## src/rtl/riscv_core_pkg.sv

```systemverilog
// Shared types for the integer pipeline forwarding controller.
package riscv_core_pkg;

  // Register index width carried in a shadow entry
  localparam int RV_REGW = 5;

  // Operand source select driven to the EX-stage operand muxes
  typedef enum logic [1:0] {
    FWD_RF  = 2'b00,
    FWD_MEM = 2'b01,
    FWD_WB  = 2'b10,
    FWD_WB1 = 2'b11
  } fwd_sel_e;

  // Destination info for one in-flight instruction
  typedef struct packed {
    logic               valid;
    logic [RV_REGW-1:0] rd;
    logic               is_load;
  } fwd_entry_t;

endpackage

```

## src/rtl/riscv_core_fwd_cmp.sv

```systemverilog
// Per-operand comparator and youngest-first priority encoder.
// The entries seen here are the shadow state of the cycle in which the
// consumer is in ID. The selects name where the value will be when the
// consumer reaches EX, one stage further down.
module riscv_core_fwd_cmp
  import riscv_core_pkg::*;
(
  input  logic               i_use,
  input  logic [RV_REGW-1:0] i_rs,
  input  logic               i_ex_valid,
  input  logic [RV_REGW-1:0] i_ex_rd,
  input  logic               i_ex_is_load,
  input  logic               i_mem_valid,
  input  logic [RV_REGW-1:0] i_mem_rd,
  input  logic               i_wb_valid,
  input  logic [RV_REGW-1:0] i_wb_rd,
  output fwd_sel_e           o_sel,
  output logic               o_ex_load_hit
);

  logic w_live;
  logic w_hit_ex;
  logic w_hit_mem;
  logic w_hit_wb;

  // x0 is hardwired to zero, so it is never forwarded
  assign w_live    = i_use & (i_rs != '0);
  assign w_hit_ex  = w_live & i_ex_valid  & (i_ex_rd  == i_rs);
  assign w_hit_mem = w_live & i_mem_valid & (i_mem_rd == i_rs);
  assign w_hit_wb  = w_live & i_wb_valid  & (i_wb_rd  == i_rs);

  // A load in EX has no data until MEM, so the consumer must wait a cycle
  assign o_ex_load_hit = w_hit_ex & i_ex_is_load;

  // Youngest producer wins
  always_comb begin
    o_sel = FWD_RF;
    if (w_hit_ex)       o_sel = FWD_MEM;
    else if (w_hit_mem) o_sel = FWD_WB;
    else if (w_hit_wb)  o_sel = FWD_WB1;
  end

endmodule

```

## src/rtl/riscv_core_fwd_ctrl.sv

```systemverilog
// Forwarding and load-use hazard controller for the 5-stage pipeline.
// Keeps a shadow copy of the destination info of each in-flight
// instruction and registers the EX operand selects one cycle ahead.
// REGW must not exceed the package register width RV_REGW.
module riscv_core_fwd_ctrl
  import riscv_core_pkg::*;
#(
  parameter int REGW = 5
) (
  input  logic            i_clk,
  input  logic            i_rst,
  input  logic            i_fwd_id_valid,
  input  logic [REGW-1:0] i_fwd_id_rs1,
  input  logic [REGW-1:0] i_fwd_id_rs2,
  input  logic            i_fwd_id_use_rs1,
  input  logic            i_fwd_id_use_rs2,
  input  logic [REGW-1:0] i_fwd_id_rd,
  input  logic            i_fwd_id_wen,
  input  logic            i_fwd_id_is_load,
  input  logic            i_fwd_flush,
  input  logic            i_fwd_hold,
  output logic [1:0]      o_fwd_sel_rs1,
  output logic [1:0]      o_fwd_sel_rs2,
  output logic            o_fwd_stall
);

  localparam fwd_entry_t BUBBLE = '{valid: 1'b0, rd: '0, is_load: 1'b0};

  fwd_entry_t r_ex;
  fwd_entry_t r_mem;
  fwd_entry_t r_wb;
  fwd_entry_t r_wb1;
  fwd_sel_e   r_sel_rs1;
  fwd_sel_e   r_sel_rs2;

  fwd_sel_e   w_sel_rs1;
  fwd_sel_e   w_sel_rs2;
  logic       w_hit_rs1;
  logic       w_hit_rs2;
  logic       w_stall;
  logic       w_id_issue;
  fwd_entry_t w_id_entry;

  riscv_core_fwd_cmp u_cmp_rs1 (
    .i_use         (i_fwd_id_use_rs1),
    .i_rs          (RV_REGW'(i_fwd_id_rs1)),
    .i_ex_valid    (r_ex.valid),
    .i_ex_rd       (r_ex.rd),
    .i_ex_is_load  (r_ex.is_load),
    .i_mem_valid   (r_mem.valid),
    .i_mem_rd      (r_mem.rd),
    .i_wb_valid    (r_wb.valid),
    .i_wb_rd       (r_wb.rd),
    .o_sel         (w_sel_rs1),
    .o_ex_load_hit (w_hit_rs1)
  );

  riscv_core_fwd_cmp u_cmp_rs2 (
    .i_use         (i_fwd_id_use_rs2),
    .i_rs          (RV_REGW'(i_fwd_id_rs2)),
    .i_ex_valid    (r_ex.valid),
    .i_ex_rd       (r_ex.rd),
    .i_ex_is_load  (r_ex.is_load),
    .i_mem_valid   (r_mem.valid),
    .i_mem_rd      (r_mem.rd),
    .i_wb_valid    (r_wb.valid),
    .i_wb_rd       (r_wb.rd),
    .o_sel         (w_sel_rs2),
    .o_ex_load_hit (w_hit_rs2)
  );

  // A killed ID instruction cannot stall; hold deliberately does not gate it
  assign w_stall = i_fwd_id_valid & ~i_fwd_flush & (w_hit_rs1 | w_hit_rs2);

  // The ID instruction enters EX only when it is real, not stalled and not killed
  assign w_id_issue = i_fwd_id_valid & ~w_stall & ~i_fwd_flush;

  assign w_id_entry = '{
    valid:   w_id_issue & i_fwd_id_wen & (i_fwd_id_rd != '0),
    rd:      RV_REGW'(i_fwd_id_rd),
    is_load: i_fwd_id_is_load
  };

  // Advance the shadow pipeline and capture the selects for the next EX cycle
  always_ff @(posedge i_clk or posedge i_rst) begin
    if (i_rst) begin
      r_ex      <= BUBBLE;
      r_mem     <= BUBBLE;
      r_wb      <= BUBBLE;
      r_wb1     <= BUBBLE;
      r_sel_rs1 <= FWD_RF;
      r_sel_rs2 <= FWD_RF;
    end else if (!i_fwd_hold) begin
      r_wb1     <= r_wb;
      r_wb      <= r_mem;
      r_mem     <= i_fwd_flush ? BUBBLE : r_ex;
      r_ex      <= w_id_entry;
      r_sel_rs1 <= w_id_issue ? w_sel_rs1 : FWD_RF;
      r_sel_rs2 <= w_id_issue ? w_sel_rs2 : FWD_RF;
    end
  end

  assign o_fwd_sel_rs1 = r_sel_rs1;
  assign o_fwd_sel_rs2 = r_sel_rs2;
  assign o_fwd_stall   = w_stall;

endmodule

```

## config.mk

```make
export PLATFORM = sky130hd
export DESIGN_NAME = riscv_core_fwd_ctrl
export DESIGN_NICKNAME = d
export VERILOG_FILES = /design/src/rtl/riscv_core_pkg.sv /design/src/rtl/riscv_core_fwd_cmp.sv /design/src/rtl/riscv_core_fwd_ctrl.sv
export SDC_FILE = /design/constraint.sdc
export NUM_CORES = 1
export LEC_CHECK = 0
export CAP_MARGIN = 20
export CORE_ASPECT_RATIO = 0.7
export CORE_MARGIN = 2
export CORE_UTILIZATION = 27
export CTS_CLUSTER_SIZE = 16
export DETAILED_ROUTE_END_ITERATION = 12
export GPL_TIMING_DRIVEN = 1
export PLACE_DENSITY = 0.51
export SYNTH_ARGS = -nofsm -noshare
export SYNTH_HDL_FRONTEND = slang
export SYNTH_SLANG_ARGS = --single-unit
```

## constraint.sdc

```tcl
create_clock -name i_clk -period 4.6 [get_ports i_clk]
set_clock_uncertainty 0.05 [all_clocks]
set_input_delay 0.69 -clock i_clk [delete_from_list [all_inputs] [get_ports i_clk]]
set_output_delay 0.69 -clock i_clk [all_outputs]
set_load 0.01 [all_outputs]
```

==> run_results.csv <==
group,metric,value,unit
status,outcome,"complete, no violations",
global_route,grt_use_total,12.4,%
logic_synthesis,yosysTopAreaCellShare,41.5,%
routing,drt_first_iter_violations,49,
timing,slew_headroom,38.9,%
worst_setup_path,critical_path_arrival,3.07,ns
global_route,grt_overflow,0,
floorplan,boundaryPins,29,
global_route,antenna_found_initial,0,
clock_network,root_buffer,"clkbuf_8",
worst_setup_path,start_kind,"primary input",
placed_design,hpwl,2570,µm
global_route,grt_pass1_vias,1057,
power,internal_power,0.000340,W
clock_network,clock_path_buffers,2,
timing,hold_viol_final,0,
final_layout,mostFrequentLayoutCell,"clkdlybuf4s50_1",
timing,drv_slew,0,
hold_path,min_to,"o_fwd_sel_rs2[0]$_DFFE_PP0N_",
power,p_leak,0.689,nW
final_layout,drive_gt1_share,16.7,%
timing,setup_slack,0.787,ns
clock_network,path_clk_slew,0.09,ns
worst_setup_path,reg2reg_depth,5,
worst_setup_path,rrSetupSlack,2.75,ns
routing,wire_per_inst,14.9,µm
hold_path,hold_depth,2,
logic_synthesis,yosysUniqueCellTypes,25,
hold_path,min_from,"o_fwd_sel_rs2[0]$_DFFE_PP0N_",
logic_synthesis,yosys_register_bits,23,
floorplan,core,4860,µm²
floorplan,die_h,64.0,µm
timing,fmax,262,MHz
final_layout,syn2layout_area_growth,31.1,%
logic_synthesis,synth_area_leader_cell,"dfrtp_1",
routing,wl_met1,1840,µm
timing,layout_min_cycle_time,3.81,ns
placed_design,gp_congestion,0.795,
logic_synthesis,yosys-top-cells-area,"dfrtp_1 (42%), xnor2_1 (14%), mux2_2 (8.1%)",
worst_setup_path,r2r-end,"o_fwd_sel_rs2[1]$_DFFE_PP0N_",
floorplan,die_w,89.6,µm
timing,worst_pin_slew,0.915,ns
worst_setup_path,path_buf_inv,2,
clock_network,cts_resized,0,
final_layout,final_cell_mix,"clkdlybuf4s50_1 (28), dfrtp_1 (23), xnor2_1 (22)",
global_route,grt_max_degree,31,
power,power.share.switching,29.3,%
worst_setup_path,cpMostUsedCell,"clkdlybuf4s50_1",
worst_setup_path,crit_family,"buffers and inverters",
worst_setup_path,critical_path_class,"primary input to output pin",
final_layout,design_area,1820,µm²
routing,first_pass_iters,4,
placed_design,portBuffers,28,
worst_setup_path,critPathRequiredTime,3.86,ns
logic_synthesis,ys_seq_area_share,41.5,%
clock_network,cts_max_level,1,
power,clockPowerShare,28.2,%
logic_synthesis,syn-instance-count,126,
floorplan,rows,21,
worst_setup_path,critPathSlowestCell,"clkdlybuf4s50_1",
routing,dr_wl_met3,202,µm
placed_design,pre_cts_slack,0.815,ns
floorplan,die_area,5730,µm²
worst_setup_path,slowest_delay,0.55,ns
worst_setup_path,r2r-start,"r_ex[2]$_DFFE_PP0N_",
routing,vias,1038,
logic_synthesis,syn_nets,150,
logic_synthesis,postSynthAreaPerCell,11.0,µm²
placed_design,place_area,1740,µm²
timing,setup_tns,0,ns
power,p_sw,0.000141,W
routing,postRouteAntennaNets,0,
timing,fin_crit_sh,82.9,%
hold_path,min_path_type,"flop to flop",
logic_synthesis,synthesis.area,1390,µm²
power,p_total,0.000481,W
final_layout,nets,181,
clock_network,cts_sinks,23,
clock_network,ctsHoldBuffers,0,
floorplan,start_util,28.5,%
clock_network,cts_tree,"done",
worst_setup_path,critPathMaxFanout,6,
final_layout,num_antenna_cells,0,
timing,rsz0062_at_grt,"false",
routing,finalWirelength,3350,µm
final_layout,nFillCells,489,
run,maxCapViolations,0,
logic_synthesis,ys_warn_count,0,
clock_network,cts_made_buffers,3,
routing,route.detailed.drc,0,
clock_network,cts_setup_buffers,0,
power,pwr-share-comb,21.2,%
routing,vias_per_cell,4.61,
global_route,grt_pass1_wl,5360,µm
power,p_per_area,265,nW/µm²
worst_setup_path,end_kind,"output pin",
power,vdd_drop_max,0.000107,V
worst_setup_path,cp_cell_sequence,"clkdlybuf4s50_1 > xor2_1 > nor4_1 > nand4b_2 > a21boi_2 > and3b_1 > clkdlybuf4s50_1",
routing,wl_met2,1280,µm
final_layout,final_core_util,37.4,%
routing,top_layer_used,"met4",
clock_network,worstSkewPairLatency,0.27,ns
power,seqPwrFrac,50.6,%
timing,setup_viol,0,
==> metal layers <==
layer,track usage [%],vias to the layer above
met3,3.88,2
met4,2.24,0
met1,19.5,500
li1,-,503
met5,0,-
met2,16.5,33
==> cell type report <==
cell class | instances | area, µm² | area share (%)
tap | 69 | 86.3 | 4.75
sequential | 23 | 576 | 31.7
clock buffer | 3 | 41.3 | 2.27
multi-input combinational | 99 | 796 | 43.8
inverter | 1 | 3.75 | 0.206
clock inverter | 1 | 7.51 | 0.413
timing repair buffer | 29 | 308 | 16.9
==> sequential cells by signal, indices dropped and copies added (netlist names) <==
register / flops
r_ex: 7
r_mem: 6
r_wb: 6
o_fwd_sel_rs1: 2
o_fwd_sel_rs2: 2
==> worst max-delay path by stage <==
stage	start	end	slack (ns)	cells after the start
3_5_place_dp	i_fwd_id_rs1[1]	o_fwd_stall	0.81	7
6_report	i_fwd_id_rs1[1]	o_fwd_stall	0.79	7
5_1_grt	i_fwd_id_rs1[1]	o_fwd_stall	0.62	7
3_3_place_gp	i_fwd_id_rs1[1]	o_fwd_stall	0.85	7
4_1_cts	i_fwd_id_rs1[1]	o_fwd_stall	0.80	7
2_1_floorplan	i_fwd_id_rs1[0]	o_fwd_stall	2.01	5
==> synth_stat cells (all sizes together) <==
library cell	instances
or4	3
nor3	4
or3b	1
o31ai	5
nand2b	6
nand2	15
a21boi	1
nand4	4
nor4	2
mux2	12
dfrtp	23
nand4b	2
xor2	8
clkbuf	3
o41a	2
and3b	1
inv	1
xnor2	22
o21ai	11
==> cells by family (layout without fill, tap and decap cells) <==
group	Yosys count	after routing	synth area share, %
flip-flops	23	23	41.5
AND/OR/NAND/NOR	38	38	17.2
AO/OA/AOI/OAI	19	19	11.5
buffers and inverters	4	34	1.08
XOR/XNOR	30	30	19.0
multiplexers	12	12	9.75
==> worst register-to-register path: stages, from the launching register on <==
cell and delay (ns):
dfrtp_1 0.46, xor2_1 0.19, nor4_1 0.35, nand4b_2 0.19
a21boi_2 0.34, o31ai_1 0.13
==> power groups by stage <==
stage | registers (W) | clock network, W | logic, W
after detailed placement | 0.000248 | 0 | 0.0000995
after global routing | 0.000247 | 0.000146 | 0.000112
after global placement | 0.000247 | 0 | 0.0000980
after floorplan | 0.000238 | 0 | 0.0000640
after CTS | 0.000244 | 0.000139 | 0.000100
final | 0.000243 | 0.000136 | 0.000102
==> metrics by stage <==
step	hold WS, ns	instances
6_report	0.456	225
5_1_grt	0.484	225
4_1_cts	0.461	224
3_5_place_dp	0.431	220
3_3_place_gp	0.423	220
2_1_floorplan	0.422	126
Power figures use the tool's default switching activity.
